--- src/rtl/uart_prog_loader.sv ---
// UART 8N1 program/data loader: A5|TGT|LEN_LO|LEN_HI|data[|CKSUM] frames -> one-hot target word writes.
// Write strobe 1 cycle after the last byte of a word; no backpressure (the serial line cannot be stalled).
// Optional trailing checksum byte built only with `define UART_PROG_LOADER_CKSUM_EN.
module uart_prog_loader #(
  parameter int CLK_FREQ    = 50_000_000,
  parameter int BAUD        = 115200,
  parameter int DATA_W      = 32,
  parameter int ADDR_W      = 32,
  parameter int N_TGT       = 2,
  parameter int TIMEOUT_BIT = 64
) (
  input  logic              clk,
  input  logic              rst,
  input  logic              enable,
  input  logic              uart_rxd,
  output logic              wr_en,
  output logic [N_TGT-1:0]  wr_sel,
  output logic [ADDR_W-1:0] wr_addr,
  output logic [DATA_W-1:0] wr_data,
  output logic              busy,
  output logic              done,
  output logic              err
);

  localparam int DIV    = CLK_FREQ / BAUD;
  localparam int HALF   = DIV / 2;
  localparam int BPW    = DATA_W / 8;
  localparam int TO_CYC = TIMEOUT_BIT * DIV;
  localparam int CNT_W  = $clog2(DIV + 1);
  localparam int TO_W   = $clog2(TO_CYC + 1);
  localparam int BI_W   = (BPW > 1) ? $clog2(BPW) : 1;

  typedef enum logic [1:0] {RX_IDLE, RX_START, RX_DATA, RX_STOP} rx_state_t;

  typedef enum logic [2:0] {
    S_IDLE, S_TGT, S_LEN0, S_LEN1, S_DATA,
`ifdef UART_PROG_LOADER_CKSUM_EN
    S_CKSUM,
`endif
    S_FIN
  } state_t;

  rx_state_t        rx_state, rx_state_n;
  logic [CNT_W-1:0] rx_cnt, rx_cnt_n;
  logic [2:0]       rx_bit, rx_bit_n;
  logic [7:0]       rx_shift, rx_shift_n;
  logic             rx_s1, rx_s2, rx_s3;
  logic             byte_vld, frame_err;

  state_t            state, state_n;
  logic [N_TGT-1:0]  sel, sel_n;
  logic [7:0]        len_lo, len_lo_n;
  logic [15:0]       words, words_n;
  logic [BI_W-1:0]   bidx, bidx_n;
  logic [DATA_W-1:0] wbuf, wbuf_n, word_ins;
  logic [ADDR_W-1:0] addr, addr_n;
  logic [TO_W-1:0]   to_cnt, to_n;
  logic              wr_en_n, done_n, err_n;
  logic [N_TGT-1:0]  wr_sel_n;
  logic [ADDR_W-1:0] wr_addr_n;
  logic [DATA_W-1:0] wr_data_n;
`ifdef UART_PROG_LOADER_CKSUM_EN
  logic [7:0]        ck, ck_n;
`endif

  // Receiver: rx_s3 holds the previous synchronised sample for falling-edge detection.
  always_ff @(posedge clk) begin
    if (rst) begin
      rx_s1    <= 1'b1;
      rx_s2    <= 1'b1;
      rx_s3    <= 1'b1;
      rx_state <= RX_IDLE;
      rx_cnt   <= '0;
      rx_bit   <= '0;
      rx_shift <= '0;
    end else begin
      rx_s1    <= uart_rxd;
      rx_s2    <= rx_s1;
      rx_s3    <= rx_s2;
      rx_state <= rx_state_n;
      rx_cnt   <= rx_cnt_n;
      rx_bit   <= rx_bit_n;
      rx_shift <= rx_shift_n;
    end
  end

  always_comb begin
    rx_state_n = rx_state;
    rx_cnt_n   = rx_cnt + CNT_W'(1);
    rx_bit_n   = rx_bit;
    rx_shift_n = rx_shift;
    byte_vld   = 1'b0;
    frame_err  = 1'b0;
    if (!enable) begin
      rx_state_n = RX_IDLE;
      rx_cnt_n   = '0;
    end else begin
      case (rx_state)
        RX_IDLE: begin
          rx_cnt_n = '0;
          if (rx_s3 && !rx_s2) rx_state_n = RX_START;
        end
        RX_START: begin
          if (rx_cnt == CNT_W'(HALF - 1)) begin
            rx_cnt_n   = '0;
            rx_bit_n   = '0;
            rx_state_n = rx_s2 ? RX_IDLE : RX_DATA;
          end
        end
        RX_DATA: begin
          if (rx_cnt == CNT_W'(DIV - 1)) begin
            rx_cnt_n   = '0;
            rx_shift_n = {rx_s2, rx_shift[7:1]};
            rx_bit_n   = rx_bit + 3'd1;
            if (rx_bit == 3'd7) rx_state_n = RX_STOP;
          end
        end
        RX_STOP: begin
          if (rx_cnt == CNT_W'(DIV - 1)) begin
            rx_cnt_n   = '0;
            rx_state_n = RX_IDLE;
            if (rx_s2) byte_vld  = 1'b1;
            else       frame_err = 1'b1;
          end
        end
        default: rx_state_n = RX_IDLE;
      endcase
    end
  end

  always_ff @(posedge clk) begin
    if (rst) begin
      state   <= S_IDLE;
      sel     <= '0;
      len_lo  <= '0;
      words   <= '0;
      bidx    <= '0;
      wbuf    <= '0;
      addr    <= '0;
      to_cnt  <= '0;
      wr_en   <= 1'b0;
      wr_sel  <= '0;
      wr_addr <= '0;
      wr_data <= '0;
      done    <= 1'b0;
      err     <= 1'b0;
`ifdef UART_PROG_LOADER_CKSUM_EN
      ck      <= '0;
`endif
    end else begin
      state   <= state_n;
      sel     <= sel_n;
      len_lo  <= len_lo_n;
      words   <= words_n;
      bidx    <= bidx_n;
      wbuf    <= wbuf_n;
      addr    <= addr_n;
      to_cnt  <= to_n;
      wr_en   <= wr_en_n;
      wr_sel  <= wr_sel_n;
      wr_addr <= wr_addr_n;
      wr_data <= wr_data_n;
      done    <= done_n;
      err     <= err_n;
`ifdef UART_PROG_LOADER_CKSUM_EN
      ck      <= ck_n;
`endif
    end
  end

  assign busy = (state != S_IDLE);

  always_comb begin
    word_ins = wbuf;
    word_ins[int'(bidx)*8 +: 8] = rx_shift;
  end

  always_comb begin
    state_n   = state;
    sel_n     = sel;
    len_lo_n  = len_lo;
    words_n   = words;
    bidx_n    = bidx;
    wbuf_n    = wbuf;
    addr_n    = addr;
    to_n      = byte_vld ? '0 : to_cnt + TO_W'(1);
    wr_en_n   = 1'b0;
    wr_sel_n  = '0;
    wr_addr_n = wr_addr;
    wr_data_n = wr_data;
    done_n    = 1'b0;
    err_n     = 1'b0;
`ifdef UART_PROG_LOADER_CKSUM_EN
    ck_n      = byte_vld ? ck + rx_shift : ck;
`endif
    if (!enable) begin
      state_n = S_IDLE;
      to_n    = '0;
    end else if (state != S_IDLE && frame_err) begin
      err_n   = 1'b1;
      state_n = S_IDLE;
    end else if (state != S_IDLE && state != S_FIN && to_cnt == TO_W'(TO_CYC - 1)) begin
      err_n   = 1'b1;
      state_n = S_IDLE;
    end else begin
      case (state)
        S_IDLE: begin
          to_n = '0;
          if (byte_vld && rx_shift == 8'hA5) begin
            state_n = S_TGT;
`ifdef UART_PROG_LOADER_CKSUM_EN
            ck_n    = '0;
`endif
          end
        end
        S_TGT: begin
          if (byte_vld) begin
            if (int'(rx_shift) < N_TGT) begin
              for (int i = 0; i < N_TGT; i++) sel_n[i] = (rx_shift == 8'(i));
              state_n = S_LEN0;
            end else begin
              err_n   = 1'b1;
              state_n = S_IDLE;
            end
          end
        end
        S_LEN0: begin
          if (byte_vld) begin
            len_lo_n = rx_shift;
            state_n  = S_LEN1;
          end
        end
        S_LEN1: begin
          if (byte_vld) begin
            words_n = {rx_shift, len_lo};
            bidx_n  = '0;
            addr_n  = '0;
            if ({rx_shift, len_lo} == 16'd0) begin
`ifdef UART_PROG_LOADER_CKSUM_EN
              state_n = S_CKSUM;
`else
              done_n  = 1'b1;
              state_n = S_IDLE;
`endif
            end else begin
              state_n = S_DATA;
            end
          end
        end
        S_DATA: begin
          if (byte_vld) begin
            wbuf_n = word_ins;
            if (bidx == BI_W'(BPW - 1)) begin
              bidx_n    = '0;
              wr_en_n   = 1'b1;
              wr_sel_n  = sel;
              wr_addr_n = addr;
              wr_data_n = word_ins;
              addr_n    = addr + ADDR_W'(BPW);
              words_n   = words - 16'd1;
              if (words == 16'd1) begin
`ifdef UART_PROG_LOADER_CKSUM_EN
                state_n = S_CKSUM;
`else
                state_n = S_FIN;
`endif
              end
            end else begin
              bidx_n = bidx + BI_W'(1);
            end
          end
        end
`ifdef UART_PROG_LOADER_CKSUM_EN
        S_CKSUM: begin
          if (byte_vld) begin
            if (rx_shift == ck) done_n = 1'b1;
            else                err_n  = 1'b1;
            state_n = S_IDLE;
          end
        end
`endif
        // One-cycle gap so done lands the cycle after the final write.
        S_FIN: begin
          done_n  = 1'b1;
          state_n = S_IDLE;
        end
        default: state_n = S_IDLE;
      endcase
    end
  end

endmodule

--- config.mk ---
export PLATFORM = sky130hd
export DESIGN_NAME = uart_prog_loader
export DESIGN_NICKNAME = d
export VERILOG_FILES = /design/src/rtl/uart_prog_loader.sv
export SDC_FILE = /design/constraint.sdc
export NUM_CORES = 1
export LEC_CHECK = 0
export ABC_AREA = 1
export BUFFER_PORTS_ARGS = -buffer_cell sky130_fd_sc_hd__buf_2
export CAP_MARGIN = 20
export CELL_PAD_IN_SITES_DETAIL_PLACEMENT = 1
export CELL_PAD_IN_SITES_GLOBAL_PLACEMENT = 1
export CORE_MARGIN = 3
export CORE_UTILIZATION = 44
export DETAILED_ROUTE_END_ITERATION = 16
export GPL_TIMING_DRIVEN = 0
export PLACE_DENSITY = 0.93
export SLEW_MARGIN = 20
export SYNTH_ARGS = -nofsm -noshare
export SYNTH_HDL_FRONTEND = slang
export SYNTH_SLANG_ARGS = --single-unit
--- constraint.sdc ---
create_clock -name clk -period 2.4 [get_ports clk]
set_input_delay 0.36 -clock clk [delete_from_list [all_inputs] [get_ports clk]]
set_output_delay 0.36 -clock clk [all_outputs]
set_load 0.05 [all_outputs]
==> out/qor.yml <==
placed_design:
  dp.cells: 1953
  place.gp.congestion: 0.9165
  dpl-instance-area_sq_um: 11160
  portBuffers: 69
  hpwl_um: 25480
drt:
  vias: 11550
  drt_iter0_drc: 1154
  routedWlPerCell_um: 20.13
  drc: 0
  drt_wl_total_um: 40080
  via_per_inst: 5.800
  dr.pass1.iters: 6
  ant_nets: 0
yosys:
  synth_edf_count: 0
  yosys.cell_count.top_type: "nor2_1"
  synth_area_leaders: "dfxtp_1 (38%), nor2_1 (13%), nand2_1 (12%)"
  yosys.area.top_type: "dfxtp_1"
  synthArstFlopShare: 0
  synth_seq_area_share: 0.3842
  syn_avg_cell_area_sq_um: 6.637
  netlist_area_sq_um: 10420
  synth_commonest_cells: "nor2_1 (352), nand2_1 (321), dfxtp_1 (200), inv_1 (141), o21ai_0 (117)"
  netlist.area_leader.share: 0.3842
  ys.flop_type: "dfxtp_1"
  ys_warn_count: 0
  ys_types: 44
  netlist_instances: 1570
  ys_ff_latch: 200
worst_setup_path:
  crit_fanout: 10
  reg2reg_depth: 10
  critPathKind: "register to register"
  cp-end-kind: "register"
  cp.arrival_ns: 2.83
  required_ns: 2.78
  startpoint: "bidx[0]"
  reg2reg_setup_slack_ns: -0.05
  crit_path_start_kind: "register"
  r2r_end: "wbuf[18]"
  r2r-start: "bidx[0]"
global_routing:
  grt_overflow: 0
  grt_pass1_wl_um: 60440
  grt.total_usage: 0.2889
  grt_pass1_vias: 11610
  grt_max_degree: 19
  antenna_found_initial: 1
timing:
  setup_violations: 1
  fin_crit_ns: 2.452
  setup_ws_ns: -0.05240
  clock_skew_ns: 0.01075
  worst_pin_slew_ns: 0.7621
  max_freq_mhz: 407.8
  finalHoldViolCount: 0
  min_period_over_period: 1.022
  hold_ws_ns: 0.09897
  max_slew_margin: 0.4919
  finalMaxSlewViolations: 0
clocking:
  clk_path_buf_depth: 2
  clkSinkCount: 200
  cts_buffers: 17
  htreeDepth: 4
  cts_tree: "yes"
  cts_root_buf: "clkbuf_16"
  cts.clk_slew.worst_paths_ns: 0.08
  clk_latency_ns: 0.45
power_and_ir_drop:
  p_sw_frac: 0.2360
  clkPwrFrac: 0.495
  switching_power_mw: 1.627
  power_density_nw_per_um2: 577.2
  combPwrFrac: 0.023
  power_frac_seq: 0.481
  intPower_mw: 5.267
  leakagePower_nw: 4.782
  vdd_drop_max_v: 0.0005182
flow_run:
  max_cap_viol_count: 0
die:
  die-height_um: 159.9
  start_util: 0.4533
  dieArea_sq_um: 25560
  dieWidth_um: 159.9
  ios: 74
  rows: 55
  coreArea_sq_um: 22980
worst_hold_path:
  hold_path_depth: 2
  min_from: "uart_rxd"
  hold_path.class: "input pin to register"
  min_to: "rx_s1"
cells_and_area:
  syn_to_final_growth_pct: 14.64
  n_antenna_cell: 0
  design_area_sq_um: 11950
  drive_above_1_share: 0.1198
  finish.net_count: 1684
  layoutNonFillerInstCount: 1991
outcome:
  violations: "setup timing"
  status: "finished, violations left"
per-stage QoR:
step | setup WS [ns] | total power [mW] | TNS (ns) | util
2_1_floorplan | 0.4405 | 3.499 | 0 | -
3_3_place_gp | 0.04405 | 3.542 | 0 | 0.4856
3_5_place_dp | -0.07036 | 3.546 | -0.5275 | 0.4856
4_1_cts | 0.04294 | 6.849 | 0 | 0.5152
5_1_grt | -0.1361 | 7.020 | -1.747 | 0.5197
6_report | -0.05240 | 6.895 | -0.05240 | 0.5197
worst max-delay path by stage:
stage | to | slack, ns | depth (start not counted)
2_1_floorplan | wr_data[21] | 0.44 | 10
3_3_place_gp | wr_data[23] | 0.04 | 10
3_5_place_dp | wr_data[22] | -0.07 | 10
4_1_cts | addr[23] | 0.04 | 8
5_1_grt | wbuf[18] | -0.14 | 10
6_report | wbuf[18] | -0.05 | 10
state kept, by name (all words and copies together) (netlist names):
register,cells
addr,30
bidx,2
done,1
err,1
len_lo,8
rx_bit,3
rx_cnt,9
rx_s1,1
rx_s2,1
rx_s3,1
rx_shift,8
rx_state,2
sel,2
state,3
to_cnt,15
wbuf,32
words,16
wr_addr,30
wr_data,32
wr_en,1
wr_sel,2
layout make-up:
class	count	area [sq um]
fillers	3118	11040
multi-input cells	1138	5438
flip-flops and latches	200	4005
inverters	150	566.8
plain buffers	83	455.4
clock buffers	18	439.2
repair buffers	75	415.4
well taps	313	391.6
clock inverters	14	234.0
layout by cell type (no fill, tap or decap), types with 4 or more instances in the layout:
cell type	Yosys	routed
buf_2	16	83
nand2_2	5	4
clkbuf_1	34	32
nand2_1	321	321
a21oi_2	10	10
buf_1	11	10
o22ai_1	4	4
or2_2	4	4
inv_2	7	7
nand4_1	70	70
xor2_1	14	14
clkbuf_2	3	5
ha_1	15	14
nand3_1	85	85
buf_6	10	10
nor2_4	7	8
bufinv_16	0	5
o21ai_1	2	4
nor2_2	1	5
o21a_1	12	12
a21oi_1	55	55
nor2_1	352	347
a21boi_0	5	5
inv_1	141	140
dfxtp_1	200	199
nor3_1	19	19
clkbuf_16	0	17
xnor2_1	5	5
o32ai_1	4	4
a211oi_1	8	8
buf_4	9	14
o21ai_0	117	115
metal layers:
| layer | track usage | vias up | part of all wire |
|---|---|---|---|
| met3 | 0.04747 | 151 | 0.071 |
| met2 | 0.5010 | 551 | 0.48 |
| li1 | - | 5250 | - |
| met4 | 0.1278 | 0 | 0.045 |
| met1 | 0.3534 | 5595 | 0.40 |
| met5 | 0 | - | 0 |
kinds of logic (layout without fill, tap and decap cells):
group / Yosys count / in the layout / share of synthesized area
xor+xnor: 19 / 19 / 0.01597
flops: 200 / 200 / 0.3842
fa+ha+maj: 15 / 15 / 0.01801
compound gates: 220 / 220 / 0.1178
other cells: 1 / 2 / 0.0003599
buf+inv: 233 / 340 / 0.09666
simple gates: 882 / 882 / 0.3670
critical path, stage by stage, from the launching register on:
cell and delay, ns:
dfxtp_1 0.47, clkbuf_4 0.30, inv_1 0.11, ha_1 0.22
clkbuf_1 0.28, nor2_4 0.28, nand4_1 0.18, o21a_1 0.20
inv_1 0.08, o21ai_0 0.10, nor2_1 0.16
timing repair:
| action | in CTS | in global routing |
|---|---|---|
| pin swaps | 0 | 2 |
| setup buffers | 0 | 6 |
| resized for setup | 5 | 16 |
| hold buffers | 0 | 0 |
| setup endpoints to repair | 34 | 59 |
power by group through the flow:
| stage | logic [mW] | registers, mW | clock network (mW) |
|---|---|---|---|
| after floorplan | 0.102 | 3.40 | 0 |
| after global placement | 0.144 | 3.40 | 0 |
| after detailed placement | 0.148 | 3.40 | 0 |
| after CTS | 0.152 | 3.32 | 3.38 |
| after global routing | 0.173 | 3.32 | 3.53 |
| final | 0.161 | 3.32 | 3.41 |
No activity file was read; power rests on OpenSTA's default activity.
